===== src/rtl/wave_seq_pkg.sv =====
// Shared types and constants for the wave sequencer.
//   wave_t    : generator wave select encoding (11 = silence, generator held at 0)
//   seg_t     : one program-table segment at the default repeat width
//   state_t   : sequencer FSM states
//   period_of : generator period in clocks for each wave type
package wave_seq_pkg;

    typedef enum logic [1:0] {
        SQUARE = 2'b00,
        SAW    = 2'b01,
        TRI    = 2'b10,
        SILENT = 2'b11
    } wave_t;

    localparam int SEG_REP_W = 8;

    typedef struct packed {
        wave_t                wave;
        logic [SEG_REP_W-1:0] reps;
    } seg_t;

    typedef enum logic [1:0] {
        S_IDLE,
        S_CLEAR,
        S_RUN,
        S_DONE
    } state_t;

    localparam int PERIOD_SQ  = 20;
    localparam int PERIOD_SAW = 21;
    localparam int PERIOD_TRI = 40;
    localparam int PERIOD_SIL = 16;

    // Wide enough for the longest period (40).
    localparam int CNT_W = 6;

    function automatic logic [CNT_W-1:0] period_of(wave_t w);
        case (w)
            SQUARE:  return CNT_W'(PERIOD_SQ);
            SAW:     return CNT_W'(PERIOD_SAW);
            TRI:     return CNT_W'(PERIOD_TRI);
            default: return CNT_W'(PERIOD_SIL);
        endcase
    endfunction

endpackage


===== src/rtl/wave_seq_if.sv =====
// Configuration / control / generator-side bundle of the wave sequencer.
//   master : register block side (drives table writes, start/abort)
//   slave  : sequencer side (drives generator select, clear, status)
interface wave_seq_if #(
    parameter int DEPTH = 8,
    parameter int REP_W = 8
);
    localparam int AW = $clog2(DEPTH);

    logic             cfg_we;
    logic [AW-1:0]    cfg_addr;
    logic [REP_W+1:0] cfg_wdata;     // {wave_type[1:0], reps}
    logic [AW:0]      num_entries;
    logic             loop_en;
    logic             start;
    logic             abort;
    logic [1:0]       wave_choise;
    logic             gen_clr;
    logic             busy;
    logic             done;
    logic [AW-1:0]    cur_entry;

    modport master (
        output cfg_we, cfg_addr, cfg_wdata, num_entries, loop_en, start, abort,
        input  wave_choise, gen_clr, busy, done, cur_entry
    );

    modport slave (
        input  cfg_we, cfg_addr, cfg_wdata, num_entries, loop_en, start, abort,
        output wave_choise, gen_clr, busy, done, cur_entry
    );
endinterface


===== src/rtl/wave_seq_table.sv =====
// Program table: DEPTH segments of {wave_type, reps}.
//   clk            : clock
//   we/waddr/wdata : synchronous write, ignored while busy (table frozen during play)
//   raddr          : combinational read address
//   rd_wave/rd_reps: segment at raddr
// The table has no reset; contents persist across resets.
module wave_seq_table
    import wave_seq_pkg::*;
#(
    parameter int DEPTH = 8,
    parameter int REP_W = 8,
    localparam int AW   = $clog2(DEPTH)
) (
    input  logic             clk,
    input  logic             we,
    input  logic             busy,
    input  logic [AW-1:0]    waddr,
    input  logic [REP_W+1:0] wdata,
    input  logic [AW-1:0]    raddr,
    output wave_t            rd_wave,
    output logic [REP_W-1:0] rd_reps
);
    logic [REP_W+1:0] mem_q [DEPTH];

    always_ff @(posedge clk) begin
        if (we && !busy) begin
            mem_q[waddr] <= wdata;
        end
    end

    assign rd_wave = wave_t'(mem_q[raddr][REP_W+1:REP_W]);
    assign rd_reps = mem_q[raddr][REP_W-1:0];
endmodule


===== src/rtl/wave_sequencer.sv =====
// Playlist controller for the square/sawtooth/triangle generator.
//   clk, rst : clock and asynchronous active-high reset
//   bus      : wave_seq_if slave (table writes, start/abort, generator select,
//              phase clear, busy/done status, current entry)
// Each segment costs one CLEAR cycle (gen_clr high) followed by reps whole
// generator periods in RUN; periods within a segment are back-to-back.
module wave_sequencer
    import wave_seq_pkg::*;
#(
    parameter int DEPTH = 8,
    parameter int REP_W = 8,
    localparam int AW   = $clog2(DEPTH)
) (
    input  logic     clk,
    input  logic     rst,
    wave_seq_if.slave bus
);
    state_t           state_q, state_d;
    logic [AW-1:0]    idx_q, idx_d;
    logic [AW:0]      num_q, num_d;
    logic             loop_q, loop_d;
    logic [CNT_W-1:0] cnt_q, cnt_d;
    logic [REP_W-1:0] rep_q, rep_d;
    wave_t            wave_q, wave_d;

    wave_t            tbl_wave;
    logic [REP_W-1:0] tbl_reps;

    state_t           adv_state;
    logic [AW-1:0]    adv_idx;

    wave_seq_table #(.DEPTH(DEPTH), .REP_W(REP_W)) u_table (
        .clk     (clk),
        .we      (bus.cfg_we),
        .busy    (bus.busy),
        .waddr   (bus.cfg_addr),
        .wdata   (bus.cfg_wdata),
        .raddr   (idx_q),
        .rd_wave (tbl_wave),
        .rd_reps (tbl_reps)
    );

    // Where to go when the current segment finishes (or is skipped).
    always_comb begin
        adv_state = S_DONE;
        adv_idx   = idx_q;
        if (({1'b0, idx_q} + (AW+1)'(1)) < num_q) begin
            adv_state = S_CLEAR;
            adv_idx   = idx_q + AW'(1);
        end else if (loop_q) begin
            adv_state = S_CLEAR;
            adv_idx   = '0;
        end
    end

    always_comb begin
        state_d = state_q;
        idx_d   = idx_q;
        num_d   = num_q;
        loop_d  = loop_q;
        cnt_d   = cnt_q;
        rep_d   = rep_q;
        wave_d  = wave_q;
        // Abort freezes everything except the state, so cur_entry keeps
        // showing the segment that was interrupted.
        if (bus.abort) begin
            state_d = S_IDLE;
        end else begin
            case (state_q)
                S_IDLE: begin
                    if (bus.start && (bus.num_entries != '0)) begin
                        num_d   = bus.num_entries;
                        loop_d  = bus.loop_en;
                        idx_d   = '0;
                        state_d = S_CLEAR;
                    end
                end
                S_CLEAR: begin
                    wave_d = tbl_wave;
                    cnt_d  = period_of(tbl_wave) - CNT_W'(1);
                    rep_d  = tbl_reps;
                    if (tbl_reps == '0) begin
                        state_d = adv_state;
                        idx_d   = adv_idx;
                    end else begin
                        state_d = S_RUN;
                    end
                end
                S_RUN: begin
                    if (cnt_q != '0) begin
                        cnt_d = cnt_q - CNT_W'(1);
                    end else if (rep_q > REP_W'(1)) begin
                        rep_d = rep_q - REP_W'(1);
                        cnt_d = period_of(wave_q) - CNT_W'(1);
                    end else begin
                        state_d = adv_state;
                        idx_d   = adv_idx;
                    end
                end
                default: begin
                    state_d = S_IDLE;
                end
            endcase
        end
    end

    always_ff @(posedge clk or posedge rst) begin
        if (rst) begin
            state_q <= S_IDLE;
            idx_q   <= '0;
            num_q   <= '0;
            loop_q  <= 1'b0;
            cnt_q   <= '0;
            rep_q   <= '0;
            wave_q  <= SILENT;
        end else begin
            state_q <= state_d;
            idx_q   <= idx_d;
            num_q   <= num_d;
            loop_q  <= loop_d;
            cnt_q   <= cnt_d;
            rep_q   <= rep_d;
            wave_q  <= wave_d;
        end
    end

    // In CLEAR the select comes straight from the table so the generator
    // sees the new wave in the same cycle as its phase clear.
    always_comb begin
        bus.wave_choise = SILENT;
        if (state_q == S_CLEAR) begin
            bus.wave_choise = tbl_wave;
        end else if (state_q == S_RUN) begin
            bus.wave_choise = wave_q;
        end
    end

    assign bus.gen_clr   = (state_q == S_CLEAR);
    assign bus.busy      = (state_q == S_CLEAR) || (state_q == S_RUN);
    assign bus.done      = (state_q == S_DONE);
    assign bus.cur_entry = idx_q;
endmodule

===== src/flat_wrapper.sv =====
// flat-port wrapper written by rule: the top's interface ports become plain ports
module wave_sequencer_flat import wave_seq_pkg::*;
#(
    parameter int DEPTH = 8,
    parameter int REP_W = 8,
    localparam int AW   = $clog2(DEPTH)
)
  (clk, rst, bus_cfg_we, bus_cfg_addr, bus_cfg_wdata, bus_num_entries, bus_loop_en, bus_start, bus_abort, bus_wave_choise, bus_gen_clr, bus_busy, bus_done, bus_cur_entry);
  wave_seq_if #(.DEPTH(DEPTH), .REP_W(REP_W)) bus_i ();
  input  logic clk;
  input  logic rst;
  input wire logic [$bits(bus_i.cfg_we)-1:0] bus_cfg_we;
  input wire logic [$bits(bus_i.cfg_addr)-1:0] bus_cfg_addr;
  input wire logic [$bits(bus_i.cfg_wdata)-1:0] bus_cfg_wdata;
  input wire logic [$bits(bus_i.num_entries)-1:0] bus_num_entries;
  input wire logic [$bits(bus_i.loop_en)-1:0] bus_loop_en;
  input wire logic [$bits(bus_i.start)-1:0] bus_start;
  input wire logic [$bits(bus_i.abort)-1:0] bus_abort;
  output wire logic [$bits(bus_i.wave_choise)-1:0] bus_wave_choise;
  output wire logic [$bits(bus_i.gen_clr)-1:0] bus_gen_clr;
  output wire logic [$bits(bus_i.busy)-1:0] bus_busy;
  output wire logic [$bits(bus_i.done)-1:0] bus_done;
  output wire logic [$bits(bus_i.cur_entry)-1:0] bus_cur_entry;
  assign bus_i.cfg_we = bus_cfg_we;
  assign bus_i.cfg_addr = bus_cfg_addr;
  assign bus_i.cfg_wdata = bus_cfg_wdata;
  assign bus_i.num_entries = bus_num_entries;
  assign bus_i.loop_en = bus_loop_en;
  assign bus_i.start = bus_start;
  assign bus_i.abort = bus_abort;
  assign bus_wave_choise = bus_i.wave_choise;
  assign bus_gen_clr = bus_i.gen_clr;
  assign bus_busy = bus_i.busy;
  assign bus_done = bus_i.done;
  assign bus_cur_entry = bus_i.cur_entry;
  wave_sequencer #(.DEPTH(DEPTH), .REP_W(REP_W)) u_core (.clk(clk), .rst(rst), .bus(bus_i));
endmodule

===== config.mk =====
export PLATFORM = sky130hd
export DESIGN_NAME = wave_sequencer_flat
export DESIGN_NICKNAME = d
export VERILOG_FILES = /design/src/rtl/wave_seq_pkg.sv /design/src/rtl/wave_seq_if.sv /design/src/rtl/wave_seq_table.sv /design/src/rtl/wave_sequencer.sv /design/src/flat_wrapper.sv
export SDC_FILE = /design/constraint.sdc
export NUM_CORES = 1
export LEC_CHECK = 0
export CORE_MARGIN = 5
export CORE_UTILIZATION = 40
export DETAILED_ROUTE_END_ITERATION = 10
export DONT_BUFFER_PORTS = 1
export PLACE_DENSITY = 0.55
export SLEW_MARGIN = 10
export SYNTH_ARGS = -nofsm -noshare
export SYNTH_HDL_FRONTEND = slang
export SYNTH_SLANG_ARGS = --single-unit
export TNS_END_PERCENT = 20

===== constraint.sdc =====
create_clock -name clk -period 3 [get_ports clk]
set_input_delay 0.6 -clock clk [delete_from_list [all_inputs] [get_ports clk]]
set_output_delay 0.6 -clock clk [all_outputs]
set_load 0.05 [all_outputs]

==> impl_results.md <==
* DR DRC count at 0
* CTS buffer count at 9
* Ranking of synthesized cells by area: edfxtp_1 (48%), dfrtp_1 (12%), mux4_2 (5.0%)
* Initial antenna violation count at 0
* Initial DRC count at 214
* Status: finished, final reports clean
* Height of the chip at 121 um
* Die area at 14700 um^2
* Worst path most repeated cell: buf_4
* Fmax at 0.354 GHz
* Seq/Total Area, Yosys at 0.616
* Final worst path period share at 0.943
* Crit start category: register
* CTS tree: built
* CTS clock-pin slew for the worst setup and hold paths at 0.07 ns
* First-pass GRT wire length at 17.0 mm
* Core box area at 12100 um^2
* WL final at 10.4 mm
* CTS root buf: clkbuf_16
* Placed wire-length estimate at 7.50 mm
* Worst r2r src: u_core.bus.cur_entry[0]
* Routed Antenna Nets at 0
* Power Total at 4680 uW
* Post-synthesis instance area at 4960 um^2
* Worst VDD drop at 359 uV
* Worst path max stage delay at 0.53 ns
* Filler cells at 1108
* Num rows at 40
* Die width at 121 um
* EDFF count, synth at 80
* # setup viols final at 0
* ANT cells at 0
* Final Hold Fails at 0
* Multi-input gate area at 1750 um^2
* FFs w/ async S/R, synth at 0.245
* Starting density of the core at 0.410
* Least-Margin Pin Slew at 0.814 ns
* Global-route usage over all layers at 0.152
* Worst slew margin at 0.456
* Yosys warns at 0
* Critical Path RT at 2.40 ns
* Synth top area share at 0.484
* Critical Path AT at 2.23 ns
* Slowest library cell on the worst path: dfrtp_4
* H-tree depth at 3
* Vias at 3027
* DRT Pass-1 Iters at 4
* Max Cap Violations at 0
* Worst min-delay path category: input pin to async pin
* Post-Synthesis Cells at 365
* Placer congestion estimate at 0.808
* Cell Chain, Critical Path: buf_4 > mux4_2 > mux2i_1 > buf_4 > a21oi_1 > buf_4
* Clock tree sinks at 106
* Most common cell after layout, fill and taps aside: edfxtp_1
* CP Class: register to output pin
* Wire length per cell at 18.4 um
* Power density over the cells at 841 nW/um^2
* Vias per cell at 5.37
* Synth Register Bits at 106
* Synth-to-layout area growth at 12.1%
* Inst Count DP at 545
* Syn nets at 399
* Critical Path Fanout Max at 12
* Commonest non-fill, non-tap cells in the layout: edfxtp_1 (80), buf_4 (29), nor2_1 (25), nand2_1 (22), dfrtp_1 (22)
* Max-slew violations at 0
* Library cells used by synthesis at 57
* Avg Inst Size Synth at 13.6 um^2
* Final nets at 425
* Setup Skew at 0.00673 ns
* CTS max path bufs at 2
* Vias in the first global route at 3195
* Commonest register cell after synthesis: edfxtp_1
* CP Capture Type: output pin
* Largest net degree at the start of global routing at 28
* Port Buffer Count at 0
* Reg area at 3060 um^2
* Worst Slack Setup Final at 0.172 ns
* CP startpoint: u_core.bus.cur_entry[0]
* Skew-Pair Late Insertion Delay at 0.35 ns
* Pre-CTS WS at 0.205 ns
* Io pins at 31
* Final cell count without fillers at 564
* # hold bufs at CTS at 0
* Yosys top cell by area: edfxtp_1
* Min cycle time layout at 2.83 ns
* Layout cells sized above 1 at 0.220
* Unrepaired setup endpoints after global routing: false
* GRT overflow at 0
* LEAKAGE at 0.00191 uW
[cell usage after synthesis (3+ instances only)]
master	n
dfrtp_1	24
mux2i_1	11
or3b_2	3
a221o_1	4
a22o_1	3
nor2b_1	3
a21oi_1	20
nand2_1	22
clkbuf_8	3
o21ai_0	17
or3_1	3
nor4_1	7
nand2b_1	9
nor2_1	25
ha_1	11
clkbuf_1	3
nor3_1	14
nand3_1	5
nor3b_1	3
mux2_2	15
edfxtp_1	80
o22ai_1	9
inv_1	14
mux4_2	11
[what timing repair did]
action,4_1_cts,5_1_grt
endpoints found under the setup margin,1,1
gates resized for setup,1,0
pin swaps,0,0
setup buffers,0,3
[final cells by class]
class	instances	share of cell area
clock buffers	10	0.0412
flip-flops and latches	106	0.550
inverters	14	0.00944
well taps	168	0.0378
clock inverters	6	0.00855
multi-input cells	231	0.314
repair buffers	29	0.0391
[worst max-delay path, delay by kind of cell (launching register included)]
| kind | cells | cell delay (ns) |
|---|---|---|
| multiplexers | 2 | 0.66 |
| buffers and inverters | 3 | 0.61 |
| flip-flops | 1 | 0.53 |
| AO/OA/AOI/OAI | 1 | 0.08 |
[registers in the layout, summed over array words and instances, names as in the netlist]
register              cells
u_core.u_table.mem_q     80
u_core.rep_q              8
u_core.cnt_q              6
u_core.num_q              4
u_core.bus.cur_entry      3
u_core.state_q            2
u_core.wave_q             2
u_core.loop_q             1
[stage by stage]
step | hold WS, ns | setup TNS (ns) | area, um^2 | utilization
2_1_floorplan | 0.466 | -0.0476 | 4960 | -
3_3_place_gp | 0.482 | 0 | 5260 | 0.435
3_5_place_dp | 0.495 | 0 | 5260 | 0.435
4_1_cts | 0.196 | 0 | 5540 | 0.458
5_1_grt | 0.222 | 0 | 5560 | 0.459
6_report | 0.179 | 0 | 5560 | 0.459
[worst paths after layout]
path | depth (start not counted) | endpoint | slack [ns]
setup reg to reg | 8 | u_core.bus.cur_entry[0] | 0.25
min in group clk | 0 | u_core.u_table.mem_q[0][7] | 0.34
max in group asynchronous | 2 | u_core.bus.cur_entry[0] | 2.20
setup / recovery | 6 | bus_wave_choise[0] | 0.17
hold reg to reg | 2 | u_core.wave_q[0] | 0.49
hold / removal | 1 | u_core.loop_q | 0.18
[where the power goes]
group,total [uW],switching (uW),internal (uW)
clock,1110,540,574
sequential,2000,192,1810
combinational,1570,886,681
[routing by layer]
metal,wire length (um),GRT usage,vias to the layer above
li1,-,-,1451
met1,4760,0.198,1496
met2,4820,0.242,69
met3,607,0.0452,11
met4,171,0.0525,0
met5,0,0,-
[kinds of logic (layout without fill, tap and decap cells)]
group,Yosys count,after routing,share of synthesized area
compound gates,72,72,0.0953
buf+inv,28,59,0.0338
fa+ha+maj,11,11,0.0277
xor+xnor,2,2,0.00353
flops,106,106,0.616
simple gates,109,109,0.118
mux,37,37,0.106
Note: power is estimated with default switching activity, not from simulation.
